$ cat src/rtl/axi4_lite_master_arbiter_pkg.sv
// Shared types and defaults for the two-requester AXI4-Lite master arbiter:
// FSM state encoding, AXI response codes and default bus widths.
package Axi4LiteGlobalsPkg;

    localparam int AXI_ADDR_WIDTH     = 32;
    localparam int AXI_DATA_WIDTH     = 32;
    localparam int AXI_TIMEOUT_CYCLES = 256;

    localparam logic [1:0] RESP_OKAY   = 2'b00;
    localparam logic [1:0] RESP_SLVERR = 2'b10;

    typedef enum logic [2:0] {
        IDLE,
        WR_ADDR_DATA,
        WR_RESP,
        RD_ADDR,
        RD_DATA,
        RSP
    } arb_state_e;

endpackage

$ cat src/rtl/axi4_lite_rr_arbiter.sv
// Two-way round-robin arbiter: on a tie it grants the requester preferred by
// rr_ptr, which always points at the requester that was not granted last.
module axi4_lite_rr_arbiter (
    input  logic       aclk,
    input  logic       areset,
    input  logic [1:0] req,
    input  logic       accept,
    output logic [1:0] grant
);

    logic rr_ptr;

    // NOTE: combinational block assigns its output first so no branch can infer a latch.
    always_comb begin
        grant = req;
        if (req == 2'b11) begin
            grant = rr_ptr ? 2'b10 : 2'b01;
        end
    end

    // NOTE: state registers use non-blocking assignments so every flop samples pre-edge values.
    always_ff @(posedge aclk or posedge areset) begin
        if (areset) begin
            rr_ptr <= 1'b0;
        end else if (accept) begin
            rr_ptr <= grant[0];
        end
    end

endmodule

$ cat src/rtl/axi4_lite_master_arbiter.sv
// Shares one AXI4-Lite master port between two requesters, one transaction at a time.
// Define AXI4LITE_ARB_TIMEOUT_EN to add the sticky timeout_err watchdog output.
module axi4_lite_master_arbiter
    import Axi4LiteGlobalsPkg::*;
#(
    parameter int ADDR_WIDTH     = AXI_ADDR_WIDTH,
    parameter int DATA_WIDTH     = AXI_DATA_WIDTH,
    parameter int TIMEOUT_CYCLES = AXI_TIMEOUT_CYCLES
) (
    input  logic                    aclk,
    input  logic                    areset,

    input  logic                    req0_valid,
    output logic                    req0_ready,
    input  logic                    req0_write,
    input  logic [ADDR_WIDTH-1:0]   req0_addr,
    input  logic [DATA_WIDTH-1:0]   req0_wdata,
    input  logic [DATA_WIDTH/8-1:0] req0_wstrb,
    output logic                    rsp0_valid,
    input  logic                    rsp0_ready,
    output logic [DATA_WIDTH-1:0]   rsp0_rdata,
    output logic [1:0]              rsp0_resp,

    input  logic                    req1_valid,
    output logic                    req1_ready,
    input  logic                    req1_write,
    input  logic [ADDR_WIDTH-1:0]   req1_addr,
    input  logic [DATA_WIDTH-1:0]   req1_wdata,
    input  logic [DATA_WIDTH/8-1:0] req1_wstrb,
    output logic                    rsp1_valid,
    input  logic                    rsp1_ready,
    output logic [DATA_WIDTH-1:0]   rsp1_rdata,
    output logic [1:0]              rsp1_resp,

    output logic                    awvalid,
    input  logic                    awready,
    output logic [ADDR_WIDTH-1:0]   awaddr,
    output logic                    wvalid,
    input  logic                    wready,
    output logic [DATA_WIDTH-1:0]   wdata,
    output logic [DATA_WIDTH/8-1:0] wstrb,
    input  logic                    bvalid,
    output logic                    bready,
    input  logic [1:0]              bresp,
    output logic                    arvalid,
    input  logic                    arready,
    output logic [ADDR_WIDTH-1:0]   araddr,
    input  logic                    rvalid,
    output logic                    rready,
    input  logic [DATA_WIDTH-1:0]   rdata,
    input  logic [1:0]              rresp
`ifdef AXI4LITE_ARB_TIMEOUT_EN
    ,
    output logic                    timeout_err
`endif
);

    localparam int STRB_WIDTH = DATA_WIDTH / 8;

    if (TIMEOUT_CYCLES < 1) begin : g_bad_timeout
        $error("TIMEOUT_CYCLES must be at least 1");
    end

    arb_state_e              state, next_state;
    logic                    owner;
    logic [ADDR_WIDTH-1:0]   addr_q;
    logic [DATA_WIDTH-1:0]   wdata_q;
    logic [STRB_WIDTH-1:0]   wstrb_q;
    logic [DATA_WIDTH-1:0]   rdata_q;
    logic [1:0]              resp_q;
    logic                    aw_done, w_done;
    logic [1:0]              grant;
    logic                    accept;

    logic                    sel_write;
    logic [ADDR_WIDTH-1:0]   sel_addr;
    logic [DATA_WIDTH-1:0]   sel_wdata;
    logic [STRB_WIDTH-1:0]   sel_wstrb;

    axi4_lite_rr_arbiter u_arb (
        .aclk   (aclk),
        .areset (areset),
        .req    ({req1_valid, req0_valid}),
        .accept (accept),
        .grant  (grant)
    );

    assign accept     = (state == IDLE) && (grant != 2'b00);
    assign req0_ready = accept && grant[0];
    assign req1_ready = accept && grant[1];

    assign sel_write = grant[1] ? req1_write : req0_write;
    assign sel_addr  = grant[1] ? req1_addr  : req0_addr;
    assign sel_wdata = grant[1] ? req1_wdata : req0_wdata;
    assign sel_wstrb = grant[1] ? req1_wstrb : req0_wstrb;

    // AW and W are tracked separately so each valid drops on its own handshake.
    assign awvalid = (state == WR_ADDR_DATA) && !aw_done;
    assign wvalid  = (state == WR_ADDR_DATA) && !w_done;
    assign bready  = (state == WR_RESP);
    assign arvalid = (state == RD_ADDR);
    assign rready  = (state == RD_DATA);
    assign awaddr  = addr_q;
    assign araddr  = addr_q;
    assign wdata   = wdata_q;
    assign wstrb   = wstrb_q;

    assign rsp0_valid = (state == RSP) && !owner;
    assign rsp1_valid = (state == RSP) &&  owner;
    assign rsp0_rdata = rdata_q;
    assign rsp1_rdata = rdata_q;
    assign rsp0_resp  = resp_q;
    assign rsp1_resp  = resp_q;

    always_comb begin
        next_state = state;
        case (state)
            IDLE:         if (accept) next_state = sel_write ? WR_ADDR_DATA : RD_ADDR;
            WR_ADDR_DATA: if ((aw_done || awready) && (w_done || wready)) next_state = WR_RESP;
            WR_RESP:      if (bvalid) next_state = RSP;
            RD_ADDR:      if (arready) next_state = RD_DATA;
            RD_DATA:      if (rvalid) next_state = RSP;
            RSP:          if (owner ? rsp1_ready : rsp0_ready) next_state = IDLE;
            default:      next_state = IDLE;
        endcase
    end

    // NOTE: payload registers are reset as well so every output reads 0 right after areset.
    always_ff @(posedge aclk or posedge areset) begin
        if (areset) begin
            state   <= IDLE;
            owner   <= 1'b0;
            addr_q  <= '0;
            wdata_q <= '0;
            wstrb_q <= '0;
            rdata_q <= '0;
            resp_q  <= RESP_OKAY;
            aw_done <= 1'b0;
            w_done  <= 1'b0;
        end else begin
            state <= next_state;
            case (state)
                IDLE: begin
                    if (accept) begin
                        owner   <= grant[1];
                        addr_q  <= sel_addr;
                        wdata_q <= sel_wdata;
                        wstrb_q <= sel_wstrb;
                        aw_done <= 1'b0;
                        w_done  <= 1'b0;
                    end
                end
                WR_ADDR_DATA: begin
                    if (awvalid && awready) aw_done <= 1'b1;
                    if (wvalid && wready)   w_done  <= 1'b1;
                end
                WR_RESP: begin
                    if (bvalid) begin
                        resp_q  <= bresp;
                        rdata_q <= '0;
                    end
                end
                RD_DATA: begin
                    if (rvalid) begin
                        resp_q  <= rresp;
                        rdata_q <= rdata;
                    end
                end
                default: ;
            endcase
        end
    end

`ifdef AXI4LITE_ARB_TIMEOUT_EN
    localparam int CNT_W = $clog2(TIMEOUT_CYCLES + 1);

    logic [CNT_W-1:0] wd_cnt;
    logic             busy;

    assign busy = (state == WR_ADDR_DATA) || (state == WR_RESP) ||
                  (state == RD_ADDR)      || (state == RD_DATA);

    // Watchdog only flags; the transaction itself keeps running untouched.
    always_ff @(posedge aclk or posedge areset) begin
        if (areset) begin
            wd_cnt      <= '0;
            timeout_err <= 1'b0;
        end else if (next_state == RSP) begin
            wd_cnt <= '0;
        end else if (busy && (wd_cnt != CNT_W'(TIMEOUT_CYCLES))) begin
            wd_cnt <= wd_cnt + 1'b1;
            if (wd_cnt == CNT_W'(TIMEOUT_CYCLES - 1)) timeout_err <= 1'b1;
        end
    end
`endif

endmodule

$ cat config.mk
export PLATFORM = sky130hd
export DESIGN_NAME = axi4_lite_master_arbiter
export DESIGN_NICKNAME = d
export VERILOG_FILES = /design/src/rtl/axi4_lite_master_arbiter_pkg.sv /design/src/rtl/axi4_lite_rr_arbiter.sv /design/src/rtl/axi4_lite_master_arbiter.sv
export SDC_FILE = /design/constraint.sdc
export NUM_CORES = 1
export LEC_CHECK = 0
export CAP_MARGIN = 20
export CORE_ASPECT_RATIO = 1.2
export CORE_MARGIN = 4
export CORE_UTILIZATION = 25
export CTS_BUF_LIST = sky130_fd_sc_hd__clkbuf_4 sky130_fd_sc_hd__clkbuf_8
export DETAILED_ROUTE_END_ITERATION = 16
export HOLD_SLACK_MARGIN = 0.12
export SETUP_SLACK_MARGIN = 0.15
export SYNTH_ARGS = -nofsm -noshare
export SYNTH_HDL_FRONTEND = slang
export SYNTH_SLANG_ARGS = --single-unit
export TNS_END_PERCENT = 5
$ cat constraint.sdc
create_clock -name aclk -period 4.2 [get_ports aclk]
set_clock_uncertainty 0.1 [all_clocks]
set_input_delay 0.42 -clock aclk [delete_from_list [all_inputs] [get_ports aclk]]
set_output_delay 0.42 -clock aclk [all_outputs]
set_load 0.05 [all_outputs]
Yosys cells after proc, flatten, opt, wreduce, memory -nomap -nowiden
Index checks and enable logic that the tools add are counted.
{ "op_classes": {"n_mux": 26, "reduce_logical": 24, "n_eq_ne": 14} }
{ "ops": {"columns": ["cell", "count"], "rows": [
  ["32-bit two-way mux", 4],
  ["32-bit case mux with 2 select lines", 1],
  ["3-bit two-way mux", 6],
  ["3-bit case mux with 6 select lines", 1],
  ["1-bit logical AND", 10],
  ["2-bit two-way mux", 5],
  ["2-bit by 1-bit != test with 1-bit output, second input constant", 5],
  ["3-bit AND reduction", 3],
  ["3-bit by 2-bit == test with 1-bit output, second input constant", 2],
  ["3-bit == test, second input constant", 2],
  ["2-bit != test, second input constant", 3],
  ["6-bit AND reduction", 1],
  ["2-bit nonzero test", 3],
  ["1-bit two-way mux", 5],
  ["4-bit two-way mux", 1],
  ["1-bit case mux with 2 select lines", 2],
  ["2-bit case mux with 2 select lines", 1],
  ["3-bit by 1-bit == test with 1-bit output, second input constant", 1],
  ["1-bit logical NOT", 3],
  ["3-bit logical NOT", 1],
  ["2-bit == test, second input constant", 1],
  ["1-bit logical OR", 2],
  ["2-bit AND reduction", 1]
]} }
{ "totals": {"out_inout_bits": 177, "elab_cells": 74, "ff_bits": 109, "input_bits": 185} }

Longest topological paths before layout
Gate-level depths: netlist (run 1).
{ "logic_depth": {"word_depth": 6, "depth_mapped": 8, "depth_no_buf": 5} }

Cells and area by module
A second synthesis (run 1) with hierarchy kept.
{ "unflattened": {"hier_cells": 499, "area_unflattened_um2": 5460.2} }
{ "by_module_without_submodules": {"columns": ["module", "instances", "area_per_inst_um2", "seq_area_each_um2", "cells_each"], "rows": [
  ["axi4_lite_master_arbiter", 1, 5393.9, 2702.6, 493],
  ["axi4_lite_rr_arbiter", 1, 66.3, 25.0, 6]
]} }

Worst setup path before layout (run 1)
No wires, ideal clock.
{ "synth_timing": {"path_type": "register to output", "start": "register state[2]", "end": "output req0_ready", "required_ns": 3.680, "arrival_ns": 2.126, "path_stages_with_launch": 4, "setup_slack_ns": 1.554, "path_buffers": 1, "path_cell_list": "dfrtp_1 > buf_6 > or3_1 > a211oi_1"} }
{ "synth_between": {"elab_chain_len": 3} }
{ "synth_rtl": {"columns": ["element", "line_no", "rtl"], "rows": [
  ["start: declaration", "axi4_lite_master_arbiter.sv:64", "arb_state_e state, next_state;"],
  ["start signal: assignment", "axi4_lite_master_arbiter.sv:141", "state <= next_state;"],
  ["3-bit logical NOT", "axi4_lite_master_arbiter.sv:88", "assign accept = (state == IDLE) && (grant != 2'b00);"],
  ["1-bit logical AND", "axi4_lite_master_arbiter.sv:88", null],
  ["1-bit logical AND", "axi4_lite_master_arbiter.sv:89", "assign req0_ready = accept && grant[0];"],
  ["end: declaration", "axi4_lite_master_arbiter.sv:14", "output logic req0_ready,"]
]} }
Every way passes these cells.

Worst setup path after layout (run 1)
{ "layout_timing": {"start": "register state[0]", "end": "output req0_ready"} }
Same word-level chain as after synthesis.

==> impl_metrics.csv, run 1 <==
group,metric,value,unit
yosys,ys_ff_latch,109,
worst_hold_path,min_from,"wdata[25]",
clock_tree,cts_tree,"done",
power_and_ir_drop,leakage,3.91,nW
sta,worst_slack,962,ps
sta,hold_slack,385,ps
routing,ant_nets,0,
clock_tree,cts_resized,0,
finish,ff_latch_area,0.00273,sq mm
place,dpl_cell_area,0.00869,sq mm
sta,drv_slew,0,
setup_path,end_kind,"output port",
sta,timing.final.hold_violations,0,
power_and_ir_drop,p_seq_frac,0.243,
yosys,synth_compound_area_frac,0.145,
finish,fillers,2083,
yosys,yosys.area.top_type,"dfrtp_1",
yosys,synth_top_area_share,0.512,
job,cap_violations,0,
grt,globalRouteTotalUtil,0.141,
clock_tree,h-tree-depth,3,
place,routabilityCongestion,0.758,
yosys,synthMuxAreaShare,0.135,
floorplanning,core,0.0210,sq mm
clock_tree,cts_num_sinks,109,
yosys,synth_edf_count,0,
yosys,synth_cell_types,32,
yosys,synthFlopType,"dfrtp_1",
finish,nNetsFinal,967,
setup_path,critPathKind,"reg2out",
yosys,avgSynthCellArea,10.6,sq um
yosys,syn_nets,687,
place,dp_slack,1210,ps
setup_path,worstPathRequired,3680,ps
finish,mostFrequentLayoutCell,"clkdlybuf4s50_1",
clock_tree,clock_tree.root_cell,"clkbuf_8",
yosys,synth_simple_gate_area_share,0.0747,
finish,mostFrequentLayoutCells,"clkdlybuf4s50_1 (361), dfrtp_1 (109), nand2_1 (72), mux2i_1 (71), o21ai_0 (69)",
floorplanning,start_util,0.254,
yosys,netlist_instances,502,
clock_tree,cts_hold_buffers,0,
yosys,synth_xor_area_frac,0,
setup_path,arrival,2720,ps
status,status,"completed",
yosys,yosys_warnings,0,
place,place_hpwl,13600,um
place,io_buffers,361,
grt,grt_pass1_wl,26200,um
routing,first_pass_iters,4,
yosys,synth.area.top_cells,"dfrtp_1 (51%), mux2i_1 (13%), buf_4 (9.4%)",
routing,drt_iter0_markers,191,
grt,grt_max_degree,89,
finish,final_area,0.00890,sq mm
worst_hold_path,hold_path.class,"reg2reg",
power_and_ir_drop,vdd_drop_max,512,uV
floorplanning,dieWidth,141,um
yosys,ys_seq_area_frac,0.512,
finish,postLayoutCoreUtil,0.424,
yosys,syn_area,0.00533,sq mm
sta,setup_tns,0,ps
finish,diodes,0,
sta,max_freq,309,MHz
routing,drc,0,
power_and_ir_drop,power_frac_clock,0.087,
routing,via_per_inst,4.37,
yosys,synth_top_family_by_area,"compound AO/OA/AOI/OAI gates",
sta,fin_crit,3240,ps
sta,relSlewSlack,0.454,
floorplanning,ios,362,
clock_tree,post-cts-setup-buffers,0,
finish,multi_input_area,0.00192,sq mm
power_and_ir_drop,p_switching,4.28,mW
routing,dr_total_vias,4615,
power_and_ir_drop,powerDensity,882,mW/mm^2
floorplanning,fp-row-count,58,
floorplanning,die_area,0.0237,sq mm
floorplanning,dieHeight,168,um
sta,setup_viol,0,
clock_tree,cts.clk_slew.worst_paths,110,ps
clock_tree,cts_inserted_buffers,9,
grt,first_global_vias,4536,
setup_path,cp-start-kind,"flop",
sta,rsz0062_at_grt,"false",
finish,area_growth,66.9,%
yosys,synthAdderAreaFrac,0,
yosys,synth-async-reset-ratio,1.00,
routing,wl,17500,um
clock_tree,cts.path.max_buffers,2,
sta,worst_pin_slew,819,ps
power_and_ir_drop,switching_share,0.546,
setup_path,reg2reg_from,"state[0]",
clock_tree,clock_latency,370,ps
grt,antenna_found_initial,0,
power_and_ir_drop,pwr-share-comb,0.670,
setup_path,crit_fanout,16,
finish,drive_above_1_share,0.0369,
routing,wl_per_cell,16.6,um
power_and_ir_drop,power.internal,3.56,mW
grt,grt_overflow,0,
setup_path,cp-startpoint,"state[0]",
sta,min_period_over_period,0.771,
[path summary, 6_finish.rpt]
path / slack (ps) / endpoint / cells past startpoint
max in group asynchronous: 2790 / wdata[6] / 3
min: 380 / wdata[25] / 2
min in group asynchronous: 420 / rsp0_rdata[4] / 2
min reg2reg: 380 / wdata[25] / 2
max reg2reg: 2060 / rsp0_rdata[16] / 5
max: 960 / req0_ready / 3
[cells in the mapped netlist, types with 3 or more instances]
cell      number
dfrtp_1      109
nand2_1       72
mux2i_1       71
o21ai_0       71
buf_4         67
a22o_1        34
buf_2         16
clkbuf_1      11
inv_1          8
nor2_1         6
a21oi_1        5
buf_6          5
nand2b_1       3
o21ai_1        3
[layout make-up]
class,instances,area share
Clock buffer,10,0.0155
Timing Repair Buffer,368,0.414
Clock inverter,5,0.00745
Tap cell,270,0.0380
Inverter,8,0.00366
Multi-Input combinational cell,286,0.215
Sequential cell,109,0.307
[state kept, by name (all words and copies together) (netlist names)]
name,cells
wstrb,4
wdata,32
u_arb.rr_ptr,1
araddr,32
w_done,1
owner,1
rsp0_rdata,32
rsp0_resp,2
state,3
aw_done,1
[power by group through the flow]
| stage | clock network [mW] | registers, mW | logic, mW |
|---|---|---|---|
| 2_1_floorplan | 0 | 3.29 | 2.43 |
| 3_5_place_dp | 0 | 1.94 | 5.30 |
| 6_report | 0.684 | 1.90 | 5.25 |
| 4_1_cts | 0.731 | 1.92 | 5.31 |
| 3_3_place_gp | 0 | 1.92 | 5.28 |
| 5_1_grt | 0.759 | 1.98 | 5.52 |
[metrics by stage]
step / instances / total power, mW
after floorplan: 502 / 5.72
after global placement: 1041 / 7.21
after detailed placement: 1041 / 7.23
after CTS: 1056 / 7.96
after global routing: 1056 / 8.26
final: 1056 / 7.84
[metal layers]
layer	track usage	routed length, um
met2	0.243	8690
met3	0.0457	1700
met1	0.164	6720
met5	0	0
met4	0.0455	374
[cells by family after synthesis]
logic type / after synthesis
compound gates: 122
flops: 109
mux: 72
buf+inv: 107
simple gates: 92
[critical path, stage by stage, from the launching register on]
cell and delay, ps:
dfrtp_1 550, or3_1 510, a211oi_1 310, clkdlybuf4s50_1 970
(Power assumes the default switching activity.)
==> run 2: changes to the inputs <==
==> constraint.sdc (replaced) <==
create_clock -name aclk -period 3.09 [get_ports aclk]
set_clock_uncertainty 0.1 [all_clocks]
set_input_delay 0.309 -clock aclk [delete_from_list [all_inputs] [get_ports aclk]]
set_output_delay 0.309 -clock aclk [all_outputs]
set_load 0.05 [all_outputs]
==> run 2 against run 1 <==
Hold slack got worse by 220 ps; final cell count rose by 0.47%; via count fell by 0.80%; non-clock buffer count rose by 4; total power rose by 35%; critical endpoint is now awvalid; register-to-register slack got worse by 1100 ps; clock power rose by 23%; largest power group unchanged; core utilization rose by 0.054 points; sequential power rose by 36%; first-iteration DRC count fell by 37%; largest cell class unchanged.
==> impl_metrics.csv, run 2 (synthesis results as in run 1) <==
group,metric,value,unit
status,status,"completed",
floorplanning,start_util,0.254,
setup_path,cp_slowest_stage_delay,820,ps
clock_tree,cts_resized,0,
routing,drc,0,
setup_path,crit_fanout,15,
finish,area_growth,67.2,%
routing,drt_iter0_markers,121,
power_and_ir_drop,vdd_drop_max,781,uV
setup_path,path_buf_inv,2,
clock_tree,cts.path.max_buffers,2,
routing,wl,17500,um
grt,grt_max_degree,95,
finish,ff_latch_area,0.00273,sq mm
setup_path,path_cells,"or4b_1, inv_1, clkdlybuf4s50_1",
finish,mostFrequentLayoutCells,"clkdlybuf4s50_1 (359), dfrtp_1 (109), nand2_1 (72), mux2i_1 (71), o21ai_0 (69)",
setup_path,critPathKind,"reg2out",
finish,multi_input_area,0.00192,sq mm
power_and_ir_drop,leakage,3.93,nW
power_and_ir_drop,power,10.6,mW
setup_path,arrival,2400,ps
floorplanning,ios,362,
sta,drv_slew,0,
job,cap_violations,0,
floorplanning,core,0.0210,sq mm
routing,via_per_inst,4.31,
sta,timing.final.hold_violations,0,
clock_tree,cts.clk_slew.worst_paths,110,ps
routing,ant_nets,0,
grt,grt_pass1_wl,26500,um
sta,min_period_over_period,0.910,
finish,nNetsFinal,971,
setup_path,cp-start-kind,"flop",
clock_tree,cts_tree,"done",
sta,hold_slack,162,ps
routing,first_pass_iters,4,
routing,wl_per_cell,16.5,um
setup_path,end_kind,"output port",
sta,fin_crit,2810,ps
place,io_buffers,361,
sta,relSlewSlack,0.592,
grt,globalRouteTotalUtil,0.142,
routing,dr_total_vias,4578,
sta,setup_viol,0,
finish,fillers,2076,
floorplanning,fp-row-count,58,
sta,worst_pin_slew,612,ps
worst_hold_path,hold_path.class,"in2async",
clock_tree,cts_num_sinks,109,
floorplanning,die_area,0.0237,sq mm
finish,diodes,0,
setup_path,worst_path_max_delay_cell,"clkdlybuf4s50_1",
place,routabilityCongestion,0.759,
setup_path,worstPathRequired,2680,ps
sta,rsz0062_at_grt,"false",
clock_tree,clock_tree.root_cell,"clkbuf_8",
sta,setup_tns,0,ps
clock_tree,h-tree-depth,3,
clock_tree,clock_latency,370,ps
place,place_hpwl,13800,um
clock_tree,cts_inserted_buffers,9,
grt,first_global_vias,4530,
finish,mostFrequentLayoutCell,"clkdlybuf4s50_1",
clock_tree,post-cts-setup-buffers,0,
floorplanning,dieWidth,141,um
power_and_ir_drop,powerDensity,1190,mW/mm^2
finish,drive_above_1_share,0.0455,
setup_path,cp_top_family,"buffers and inverters",
sta,max_freq,356,MHz
grt,grt_overflow,0,
grt,antenna_found_initial,0,
floorplanning,dieHeight,168,um
clock_tree,cts_hold_buffers,0,
run 2: path summary, 6_finish.rpt:
path	from	endpoint	slack [ps]	depth (start not counted)
max in group asynchronous	areset	araddr[29]	1760	3
hold reg to reg	wdata[2]	wdata[2]	390	2
setup reg to reg	state[0]	rsp0_rdata[14]	980	5
setup / recovery	state[1]	awvalid	280	3
hold / removal	areset	wdata[5]	160	2
min in group aclk	wdata[2]	wdata[2]	390	2
run 2: cell type report:
cell class                 count  share of cell area
timing repair buffer         372               0.417
clock buffer                  10              0.0147
tap                          270              0.0379
sequential                   109               0.306
multi-input combinational    286               0.215
inverter                       8             0.00379
clock inverter                 6             0.00506
run 2: routing by layer:
| layer | vias to the layer above | share of wire | GRT usage |
|---|---|---|---|
| met1 | 2088 | 0.38 | 0.168 |
| met2 | 232 | 0.50 | 0.242 |
| met3 | 14 | 0.099 | 0.0440 |
| met4 | 0 | 0.018 | 0.0510 |
| li1 | 2244 | - | - |
| met5 | - | 0 | 0 |
run 2: stage by stage:
stage / setup slack, ps / std cells / utilization / instance area (sq um)
after floorplan: 471 / 502 / - / 5330
after global placement: 702 / 1045 / 0.416 / 8730
after detailed placement: 690 / 1045 / 0.416 / 8730
after CTS: 246 / 1061 / 0.425 / 8910
after global routing: 157 / 1061 / 0.425 / 8910
final: 279 / 1061 / 0.425 / 8910
run 2: report_power, final:
part	switching, mW	internal (mW)
Clock	0.527	0.311
Combinational	4.78	2.40
Sequential	0.525	2.06
==> run 3: changes to the inputs <==
--- a/config.mk
+++ b/config.mk
@@ -7,12 +7,12 @@
 export LEC_CHECK = 0
 export CAP_MARGIN = 20
 export CORE_ASPECT_RATIO = 1.2
-export CORE_MARGIN = 4
 export CORE_UTILIZATION = 25
 export CTS_BUF_LIST = sky130_fd_sc_hd__clkbuf_4 sky130_fd_sc_hd__clkbuf_8
 export DETAILED_ROUTE_END_ITERATION = 16
 export HOLD_SLACK_MARGIN = 0.12
 export SETUP_SLACK_MARGIN = 0.15
+export SLEW_MARGIN = 40
 export SYNTH_ARGS = -nofsm -noshare
 export SYNTH_HDL_FRONTEND = slang
 export SYNTH_SLANG_ARGS = --single-unit
==> run 3 against run 2 <==
Worst setup slack improved by 12 ps; sequential share of layout area about the same; final cell count decreased by 0.28%; combinational power about the same; critical endpoint unchanged; largest cell class unchanged; largest power group unchanged; highest routed layer unchanged.
==> impl_metrics.csv, run 3 (synthesis results as in run 1) <==
group,metric,value,unit
place,placed_cells,1042,
setup_path,cp_top_family,"buffers and inverters",
finish,area_growth,67.2,%
routing,ant_nets,0,
finish,postLayoutCoreUtil,0.426,
finish,mostFrequentLayoutCells,"clkdlybuf4s50_1 (360), dfrtp_1 (109), nand2_1 (72), mux2i_1 (71), o21ai_0 (69)",
place,dp_slack,472,ps
finish,nNetsFinal,968,
floorplanning,die_area,0.0219,sq mm
sta,min_period_over_period,0.906,
sta,max_freq,357,MHz
grt,antenna_found_initial,0,
job,cap_violations,0,
clock_tree,cts_inserted_buffers,9,
setup_path,reg2reg_slack,950,ps
finish,final_cells,1058,
setup_path,path_cells,"or4b_1, inv_1, clkdlybuf4s50_1",
worst_hold_path,hold_path.class,"in2async",
grt,grt_overflow,0,
grt,grt_pass1_wl,25500,um
setup_path,rr_endpoint,"rsp0_rdata[13]",
floorplanning,ios,362,
routing,dr_total_vias,4550,
setup_path,worst_path_max_delay_cell,"clkdlybuf4s50_1",
setup_path,end_kind,"output port",
clock_tree,clock_latency,370,ps
clock_tree,cts_num_sinks,109,
power_and_ir_drop,leakage,3.93,nW
grt,first_global_vias,4499,
sta,drv_slew,0,
floorplanning,dieWidth,135,um
routing,via_per_inst,4.30,
setup_path,arrival,2390,ps
floorplanning,core,0.0209,sq mm
place,dpl_cell_area,0.00873,sq mm
routing,first_pass_iters,4,
routing,wl,16600,um
floorplanning,dieHeight,162,um
routing,wl_per_cell,15.7,um
setup_path,worstPathRequired,2680,ps
sta,worst_slack,291,ps
clock_tree,clock_tree.root_cell,"clkbuf_8",
setup_path,critPathKind,"reg2out",
routing,drc,0,
sta,setup_tns,0,ps
place,place_hpwl,12700,um
finish,final_area,0.00891,sq mm
sta,setup_viol,0,
setup_path,reg2reg_from,"state[1]",
floorplanning,fp-row-count,58,
finish,mostFrequentLayoutCell,"clkdlybuf4s50_1",
setup_path,cp_slowest_stage_delay,810,ps
setup_path,r2r_cells,5,
power_and_ir_drop,powerDensity,1190,mW/mm^2
clock_tree,h-tree-depth,3,
routing,drt_iter0_markers,164,
power_and_ir_drop,vdd_drop_max,710,uV
sta,fin_crit,2800,ps
floorplanning,start_util,0.255,
finish,drive_above_1_share,0.0393,
sta,worst_pin_slew,567,ps
setup_path,cp-start-kind,"flop",
clock_tree,cts.clk_slew.worst_paths,110,ps
clock_tree,cts.path.max_buffers,2,
place,routabilityCongestion,0.746,
sta,rsz0062_at_grt,"false",
setup_path,crit_fanout,15,
sta,relSlewSlack,0.622,
grt,grt_max_degree,138,
finish,fillers,2026,
finish,diodes,0,
clock_tree,cts_tree,"done",
finish,multi_input_area,0.00192,sq mm
place,io_buffers,361,
setup_path,path_buf_inv,2,
finish,ff_latch_area,0.00273,sq mm
status,status,"completed",
grt,globalRouteTotalUtil,0.151,
sta,timing.final.hold_violations,0,
==> run 3: changes by cell type in the layout (fill, tap and decap cells not counted) <==
cell	before	now
inv_8	0	2
buf_12	2	3
clkinv_4	1	2
clkdlybuf4s50_1	359	360
buf_4	11	5
inv_6	3	1
dlygate4sd2_1	0	1
clkinv_2	2	1
==> run 3: worst max path at each step <==
stage	from	depth (start not counted)	endpoint	slack, ps
global placement	req0_valid	4	req0_ready	490
finish	state[1]	3	awvalid	290
detailed placement	req0_valid	4	req0_ready	470
floorplan	state[2]	4	owner	470
CTS	state[1]	3	awvalid	250
global route	state[1]	3	awvalid	170
==> run 3: final cells by class <==
class	instances	share of cell area
inverters	8	0.00379
flip-flops and latches	109	0.306
repair buffers	369	0.416
clock inverters	6	0.00604
multi-input cells	286	0.215
clock buffers	10	0.0147
well taps	270	0.0379
==> run 3: what timing repair did <==
item                                    4_1_cts  5_1_grt
gates resized for setup                       1        0
setup buffers                                 0        0
hold buffers                                  0        0
endpoints found under the setup margin        1        0
==> run 3: metal layers <==
| metal | track usage | wire [um] | vias to the layer above |
|---|---|---|---|
| met5 | 0 | 0 | - |
| met4 | 0.0414 | 190 | 0 |
| met3 | 0.0446 | 1340 | 7 |
| met2 | 0.266 | 8620 | 206 |
| met1 | 0.175 | 6460 | 2108 |
| li1 | - | - | 2229 |
==> run 3: metrics by stage <==
| stage | hold slack [ps] | power (mW) |
|---|---|---|
| floorplan | 306 | 7.78 |
| global placement | 360 | 9.78 |
| detailed placement | 369 | 9.82 |
| CTS | 215 | 10.7 |
| global route | 233 | 11.2 |
| finish | 217 | 10.6 |
==> run 3: worst register-to-register path, cell delays in order, from the launching register on <==
cell	delay (ps)
dfrtp_1	590
or3b_1	470
o21ai_2	220
a21o_1	110
buf_4	370
a22o_1	220
==> run 3: where the power goes <==
group          internal [mW]  switching [mW]  total (mW)
clock network          0.319           0.532       0.852
logic                   2.39            4.77        7.17
registers               2.06           0.503        2.56
